===== src/rtl/rv_alu.sv =====
// Registered RV32I execute-stage ALU: decodes opcode/funct3/funct7, one-cycle latency.
// Optional RV32M multiply support is enabled by defining RV_ALU_MUL_EN.
module rv_alu #(
    parameter int XLEN = 32
) (
    input  logic            clk,
    input  logic            rst_n,
    input  logic            in_valid,
    input  logic [6:0]      opcode,
    input  logic [2:0]      funct3,
    input  logic [6:0]      funct7,
    input  logic [XLEN-1:0] Op1,
    input  logic [XLEN-1:0] Op2,
    output logic [XLEN-1:0] Rez,
    output logic            out_valid,
    output logic            illegal
);

    localparam logic [6:0] OPC_LUI    = 7'b0110111;
    localparam logic [6:0] OPC_AUIPC  = 7'b0010111;
    localparam logic [6:0] OPC_JAL    = 7'b1101111;
    localparam logic [6:0] OPC_JALR   = 7'b1100111;
    localparam logic [6:0] OPC_LOAD   = 7'b0000011;
    localparam logic [6:0] OPC_STORE  = 7'b0100011;
    localparam logic [6:0] OPC_OPIMM  = 7'b0010011;
    localparam logic [6:0] OPC_OP     = 7'b0110011;
    localparam logic [6:0] OPC_BRANCH = 7'b1100011;

    localparam logic [6:0] F7_BASE   = 7'b0000000;
    localparam logic [6:0] F7_ALT    = 7'b0100000;
    localparam logic [6:0] F7_MULDIV = 7'b0000001;

    logic [31:0] result_s;
    logic        illegal_s;
    logic [31:0] rez_r;
    logic        illegal_r;
    logic        out_valid_r;

    // Shared funct3 datapath for OP and OP-IMM; alt selects SUB / SRA.
    function automatic logic [31:0] alu_f3(input logic [2:0] f3, input logic alt,
                                           input logic [31:0] a, input logic [31:0] b);
        logic [31:0] r;
        r = 32'h0;
        case (f3)
            3'b000: begin
                if (alt) begin
                    r = a - b;
                end else begin
                    r = a + b;
                end
            end
            3'b001: r = a << b[4:0];
            3'b010: r = {31'h0, ($signed(a) < $signed(b))};
            3'b011: r = {31'h0, (a < b)};
            3'b100: r = a ^ b;
            3'b101: begin
                if (alt) begin
                    r = $unsigned($signed(a) >>> b[4:0]);
                end else begin
                    r = a >> b[4:0];
                end
            end
            3'b110: r = a | b;
            3'b111: r = a & b;
            default: r = 32'h0;
        endcase
        return r;
    endfunction

    // Branch condition evaluation; unsupported encodings report not-taken.
    function automatic logic branch_taken(input logic [2:0] f3,
                                          input logic [31:0] a, input logic [31:0] b);
        logic t;
        t = 1'b0;
        case (f3)
            3'b000:  t = (a == b);
            3'b001:  t = (a != b);
            3'b100:  t = ($signed(a) < $signed(b));
            3'b101:  t = ($signed(a) >= $signed(b));
            3'b110:  t = (a < b);
            3'b111:  t = (a >= b);
            default: t = 1'b0;
        endcase
        return t;
    endfunction

`ifdef RV_ALU_MUL_EN
    logic        mul_ext_a_s;
    logic        mul_ext_b_s;
    logic [63:0] mul_prod_s;
    logic [31:0] mul_res_s;
    logic        mul_ill_s;

    // One 64-bit multiplier; operand sign extension picks MUL/MULH/MULHSU/MULHU.
    always_comb begin
        mul_ext_a_s = (funct3 == 3'b001) || (funct3 == 3'b010);
        mul_ext_b_s = (funct3 == 3'b001);
        mul_prod_s  = {(mul_ext_a_s ? {32{Op1[31]}} : 32'h0), Op1}
                    * {(mul_ext_b_s ? {32{Op2[31]}} : 32'h0), Op2};
        mul_res_s   = 32'h0;
        mul_ill_s   = 1'b0;
        case (funct3)
            3'b000:  mul_res_s = mul_prod_s[31:0];
            3'b001,
            3'b010,
            3'b011:  mul_res_s = mul_prod_s[63:32];
            default: mul_ill_s = 1'b1;
        endcase
    end
`endif

    // Instruction decode and result selection.
    always_comb begin
        result_s  = 32'h0;
        illegal_s = 1'b0;
        case (opcode)
            OPC_LUI: result_s = Op2;
            OPC_AUIPC,
            OPC_LOAD,
            OPC_STORE: result_s = Op1 + Op2;
            OPC_JAL,
            OPC_JALR: result_s = Op1 + 32'd4;
            OPC_OPIMM: begin
                // funct7 is immediate payload except on shifts.
                if (funct3 == 3'b001) begin
                    if (funct7 == F7_BASE) begin
                        result_s = alu_f3(funct3, 1'b0, Op1, Op2);
                    end else begin
                        illegal_s = 1'b1;
                    end
                end else if (funct3 == 3'b101) begin
                    if (funct7 == F7_BASE) begin
                        result_s = alu_f3(funct3, 1'b0, Op1, Op2);
                    end else if (funct7 == F7_ALT) begin
                        result_s = alu_f3(funct3, 1'b1, Op1, Op2);
                    end else begin
                        illegal_s = 1'b1;
                    end
                end else begin
                    result_s = alu_f3(funct3, 1'b0, Op1, Op2);
                end
            end
            OPC_OP: begin
                if (funct7 == F7_BASE) begin
                    result_s = alu_f3(funct3, 1'b0, Op1, Op2);
                end else if (funct7 == F7_ALT) begin
                    if ((funct3 == 3'b000) || (funct3 == 3'b101)) begin
                        result_s = alu_f3(funct3, 1'b1, Op1, Op2);
                    end else begin
                        illegal_s = 1'b1;
                    end
                end else if (funct7 == F7_MULDIV) begin
`ifdef RV_ALU_MUL_EN
                    result_s  = mul_res_s;
                    illegal_s = mul_ill_s;
`else
                    illegal_s = 1'b1;
`endif
                end else begin
                    illegal_s = 1'b1;
                end
            end
            OPC_BRANCH: begin
                if ((funct3 == 3'b010) || (funct3 == 3'b011)) begin
                    illegal_s = 1'b1;
                end else begin
                    result_s = {31'h0, branch_taken(funct3, Op1, Op2)};
                end
            end
            default: illegal_s = 1'b1;
        endcase
    end

    // Output registers; idle cycles hold the last result.
    always_ff @(posedge clk or negedge rst_n) begin
        if (!rst_n) begin
            rez_r       <= 32'h0;
            illegal_r   <= 1'b0;
            out_valid_r <= 1'b0;
        end else begin
            out_valid_r <= in_valid;
            if (in_valid) begin
                rez_r     <= result_s;
                illegal_r <= illegal_s;
            end else begin
                rez_r     <= rez_r;
                illegal_r <= illegal_r;
            end
        end
    end

    assign Rez       = rez_r;
    assign illegal   = illegal_r;
    assign out_valid = out_valid_r;

endmodule


===== config.mk =====
export PLATFORM = sky130hd
export DESIGN_NAME = rv_alu
export DESIGN_NICKNAME = d
export VERILOG_FILES = /design/src/rtl/rv_alu.sv
export SDC_FILE = /design/constraint.sdc
export NUM_CORES = 1
export LEC_CHECK = 0
export CORE_UTILIZATION = 50
export DETAILED_ROUTE_END_ITERATION = 7
export DONT_BUFFER_PORTS = 1
export PLACE_DENSITY = 0.74
export REMOVE_ABC_BUFFERS = 1
export SYNTH_ARGS = -nofsm -noshare
export SYNTH_HDL_FRONTEND = slang
export SYNTH_SLANG_ARGS = --single-unit

===== constraint.sdc =====
create_clock -name clk -period 3.1 [get_ports clk]
set_input_delay 0.155 -clock clk [delete_from_list [all_inputs] [get_ports clk]]
set_output_delay 0.155 -clock clk [all_outputs]
set_load 0.02 [all_outputs]

# Word-level counts from Yosys, hierarchy flattened
# Cells that the tools add are included.
word_totals:
  word_cells: 66
  reg_bits: 34
  in_bits: 84
  output_inout_bits: 34
classes:
  bitwise_logic: 3
  n_reduce_logical: 7
  n_lt_le_gt_ge: 4
  muxes: 24
  shift: 3
  n_eq_ne: 19
  addsub: 3
ops:
  columns: ["operator", "n"]
  rows:
  - ["$pmux 32 s8", 2]
  - ["$pmux 32 s6", 2]
  - ["$mux 32", 8]
  - ["$ge 32x32->1", 2]
  - ["$lt 32x32->1", 2]
  - ["$add 32x3->32 const B", 1]
  - ["$add 32x32->32", 1]
  - ["$and 32x32->32", 1]
  - ["$eq 32x32->1", 1]
  - ["$ne 32x32->1", 1]
  - ["$or 32x32->32", 1]
  - ["$shl 32x5->32", 1]
  - ["$shr 32x5->32", 1]
  - ["$sshr 32x5->32", 1]
  - ["$sub 32x32->32", 1]
  - ["$xor 32x32->32", 1]
  - ["$eq 7x6->1 const B", 4]
  - ["$eq 7x7->1 const B", 3]
  - ["$eq 7x5->1 const B", 2]
  - ["$eq 3x3->1 const B", 4]
  - ["$mux 1", 10]
  - ["$eq 7x2->1 const B", 1]
  - ["$logic_not 7->1", 1]
  - ["$eq 3x2->1 const B", 2]
  - ["8 further kinds", 9]

# Longest topological paths before layout
depth:
  depth_word: 6
  depth_mapped: 18
  mapped_depth_nobuf: 14

# Worst setup path after synthesis
# No wires, ideal clock.
synth_timing:
  path_type: "input port to flip-flop"
  from: "input port Op2[3]"
  to: "register rez_r[13] (netlist: Rez[13])"
  arrival_time_ps: 3696
  setup_time_ps: 126
  path_buffers: 5
  setup_slack_ps: -722
  cell_stages: 17
  required_time_ps: 2974
  path_cell_list: "inv_1 > buf_2 > clkbuf_1 > clkbuf_1 > clkbuf_1 > ha_1 > clkbuf_1 > o21ai_0 > o21a_1 > nor2_1 > a31o_2 > and2_4 > or2_1 > a221o_1 > a221oi_1 > nor2_1 > o32a_1"
synth_between:
  elab_chain_cells: 6
  word_cells_on_any_way: 17
  cone_classes: "add/sub (2); shift (3); mux (12)"
synth_lines:
  columns: ["element", "line", "rtl"]
  rows:
  - ["start, declared", "13", "input logic [XLEN-1:0] Op2,"]
  - ["$sub 32x32->32 (tied with other cells)", "47", "r = a - b;"]
  - ["$pmux 32 s8 / $mux 32 (equally long branches)", "44, 134", null]
  - ["$mux 32 (on tied branches)", "147, 132", null]
  - ["$mux 32 (on tied branches)", "146, 131", null]
  - ["$mux 32 (on tied branches)", "144, 125", null]
  - ["$pmux 32 s6 *", "116", "case (opcode)"]
  - ["end signal, assigned", "183", "rez_r <= result_s;"]
  - ["end signal, assigned", "186", "rez_r <= rez_r;"]
  - ["end, declared", "35", "logic [31:0] rez_r;"]
# Mark *: on every way between the ends. The rest lies on a longest branch, timed or not.
# A chain may end at the register's enable or synchronous reset.

# Worst setup path after layout
layout_timing:
  from: "input port Op2[4]"
  to: "register rez_r[25] (netlist: Rez[25])"
# Same word-level chain as after synthesis.

==> PnR_summary.wiki <==
{| class="wikitable"
! Metric !! Value
|-
| Kind of start point of the critical path || primary input
|-
| Max-slew violation count || 0
|-
| HPWL after DPL || 61.1 mm
|-
| Relative slew slack || 12.9%
|-
| Result of the run || finished clean
|-
| Actual slew at the worst max-slew pin || 1270 ps
|-
| Number of nets with antenna violations after routing || 0
|-
| Final period util || 94.5%
|-
| Internal || 1.91 mW
|-
| Placement-stage cell area || about 0.016 mm2
|-
| Combinational power share || 68.5%
|-
| Largest net degree at the start of global routing || between 90 and 100
|-
| Clk pin slew, worst setup/hold paths || 70 ps
|-
| Longest individual stage delay on the worst path || 610 ps
|-
| Worst IR drop on VDD || 0.000263 V
|-
| Finished Layout Cells || 2520
|-
| Area of all placed cells without fillers || 0.0158 mm2
|-
| Final #Nets || ~2.3k
|-
| Residual DRC || 0
|-
| Number of post-CTS setup repair buffers || 0
|-
| Cell at the slowest stage of the critical path || nor3_1
|-
| Detailed-router iteration count before antenna repair || 7
|-
| Yosys reg bits || 34
|-
| Die span in x || 171 um
|-
| Cells after synthesis || approximately 2.1k
|-
| Switching Share || 49.4%
|-
| Ordered cell list for the critical path || inv_1 > ha_1 > inv_1 > a221oi_1 > buf_4 > a31oi_2 > o21ai_1 > buf_4 > a211oi_1 > buf_4 > nor3_1 > xnor2_1 > a31oi_1 > o22ai_1 > a21oi_1
|-
| Setup violation total in the final timing report || 0
|-
| Sequential share of the synthesized area || 5.93%
|-
| Post-synthesis instance area || 0.0143 mm2
|-
| Area growth, synth to finish || 10.1%
|-
| Maximum fanout count along the critical path || a little under 80
|-
| Most frequent standard cell in the layout excluding fill and tap cells || nor2_1
|-
| Total via count after detailed routing || 19.2k
|-
| Maximum clock path buffer count || 2
|-
| Number of hold violations in the final report || 0
|-
| Power per standard cell area || 238 mW/mm2
|-
| Total global routing overflow || 0
|-
| Final total power || between 3 and 4 mW
|-
| Vias in the first global route || between 15k and 20k
|-
| CTS tree || yes
|-
| Fraction of power consumed by sequential logic || 12.0%
|-
| Global-route wire length before repair || 116 mm
|-
| Commonest cells after routing, fill and taps aside || 236 x nor2_1, 202 x nand2_1, 201 x buf_4
|-
| Number of warnings printed during yosys synthesis || 0
|-
| Clock latency on the worst-skew pair || 310 ps
|-
| Average wire per standard cell || 32.6 um
|-
| Fraction of synthesis flops using an asynchronous set or reset pin || 100%
|-
| Via density || 7.63
|-
| Largest clock skew in the final design || 0 ps
|-
| Total routing resource utilization after global routing || 54.3%
|-
| Count of filler cells inserted in the layout || ~2.8k
|-
| Proportion of layout cells with a drive suffix above 1 || between 15 and 20%
|-
| I/O pins || 118
|-
| Area contributors post-synth || ha_1 8.5%, mux4_2 8.5%, a21oi_1 6.8%, nor2_1 6.2%, dfrtp_1 5.9%
|-
| Relative contribution of the clock network to total power || 19.5%
|-
| Unrepaired setup endpoints after global routing || false
|-
| Post-synth EDFFs || 0
|-
| Max_cap viols || 0
|-
| Number of sinks on the clock net || 34
|-
| Static leakage power || roughly 6.3 nW
|-
| Final min period || 2930 ps
|-
| Count of placed standard cells including taps || 2506
|-
| CTS Buf Count || 5
|-
| Cell with the most instances on the worst path || buf_4
|-
| Initial standard-cell utilization of the core || 51.2%
|-
| Power dissipated by switching net loads || 1.86 mW
|-
| Post-synth top flop || dfrtp_1
|-
| I/O Buffers || 0
|-
| Timing-limited maximum frequency || 341 MHz
|-
| Total number of placement rows || 61
|-
| Placer Congestion || ~1.1
|-
| Area of the placeable core || 0.0280 mm2
|-
| Data required, critical path || 3330 ps
|-
| CTS root buf || clkbuf_16
|-
| H-tree lvl count || 2
|-
| Number of distinct library cell variants in the gate-level netlist after synthesis || 89
|-
| Library cell with the largest summed area after synthesis || ha_1
|-
| Fraction of synthesized cell area taken by the top area cell type || 8.55%
|-
| Type of the tightest min-delay check || primary input to flop
|-
| Area enclosed by the die boundary || approximately 0.029 mm2
|-
| Routed WL || 82.1 mm
|-
| Data arrival time of the critical path || 3160 ps
|-
| Iteration-0 DRC count of the detailed router || 4106
|-
| Register-to-register setup slack || 1380 ps
|-
| Vertical die dimension || between 150 and 200 um
|-
| Antenna violations before repair || 4
|-
| Endpoint class of the critical path || flop
|-
| Average cell area after synthesis || 6.77 um2
|-
| Worst Path Class, Setup || primary input to flop
|}
==> worst max-delay path: cells and delay by family <==
kind,cells,cell delay (ps)
AOI/OAI and AO/OA,7,1090
xor gates and xnor gates,1,120
adders and majority gates,1,450
buffers and inverters,5,680
and+or+nand+nor,1,610
==> routing by layer <==
layer  vias up  global-route usage [%]  wire (um)
met5         -                   0.174         13
met4         2                    36.5       6810
met3       465                    22.8      13900
met2      1889                    76.2      31600
met1      8959                    67.1      29700
li1       7921                       -          -
==> metrics by stage <==
| stage | hold slack [ps] | utilization, % | worst slack, ps | TNS, ps |
|---|---|---|---|---|
| 3_3_place_gp | -140 | 55.5 | 3.49 | 0 |
| 4_1_cts | 8.98 | 56.3 | 293 | 0 |
| 3_5_place_dp | -140 | 55.5 | -1.84 | -1.84 |
| 5_1_grt | 38.6 | 56.4 | 21.7 | 0 |
| 6_report | 20.0 | 56.4 | 170 | 0 |
| 2_1_floorplan | -141 | - | -175 | -547 |
==> state kept, by name, indices dropped and copies added, names as in the netlist <==
| signal | cells |
|---|---|
| illegal | 1 |
| Rez | 32 |
| out_valid | 1 |
==> cell families after synthesis <==
logic type / share of synthesized area, %
compound gates: 34.9
xor+xnor: 5.07
fa+ha+maj: 8.82
buf+inv: 8.88
flops: 5.93
mux: 14.4
simple gates: 22.0
==> final timing paths <==
check / start / to / cells after the start
setup / recovery: Op2[4] / Rez[25]$_DFFE_PN0P_ / 15
hold / removal: in_valid / Rez[18]$_DFFE_PN0P_ / 1
hold reg to reg: Rez[6]$_DFFE_PN0P_ / Rez[6]$_DFFE_PN0P_ / 1
setup reg to reg: Rez[11]$_DFFE_PN0P_ / Rez[11]$_DFFE_PN0P_ / 6
min in group asynchronous: rst_n / illegal$_DFFE_PN0P_ / 2
max in group asynchronous: rst_n / Rez[4]$_DFFE_PN0P_ / 2
==> repair_timing <==
action,CTS,global route
hold buffers,3,0
hold endpoints to repair,36,0
endpoints found under the setup margin,0,1
resized for setup,0,1
==> final cells by class <==
cell class	count	area [um2]	area share (%)
Clock buffer	5	125	0.792
Antenna cell	3	7.51	0.0475
Inverter	110	413	2.61
Timing Repair Buffer	207	1620	10.2
Sequential cell	34	851	5.39
Tap cell	378	473	2.99
Multi-Input combinational cell	1780	12200	77.5
Clock inverter	3	68.8	0.436
==> synth_stat cells, drive strengths merged, types with 32 or more instances <==
cell	n
o211ai	32
a31oi	39
nor2b	32
a211oi	45
mux2i	53
clkbuf	129
nor2	238
xnor2	80
mux4	54
o21ai	177
inv	107
dfrtp	34
nor3	54
nand3	56
nand2	202
ha	98
a21oi	197
buf	67
==> power groups by stage <==
stage	Clock, mW	Sequential [mW]	Combinational [mW]
after global routing	0.725	0.450	2.67
after CTS	0.718	0.450	2.41
after detailed placement	0	0.459	2.37
after floorplan	0	0.458	1.46
after global placement	0	0.459	2.37
final	0.735	0.450	2.58
(Power assumes the default switching activity.)
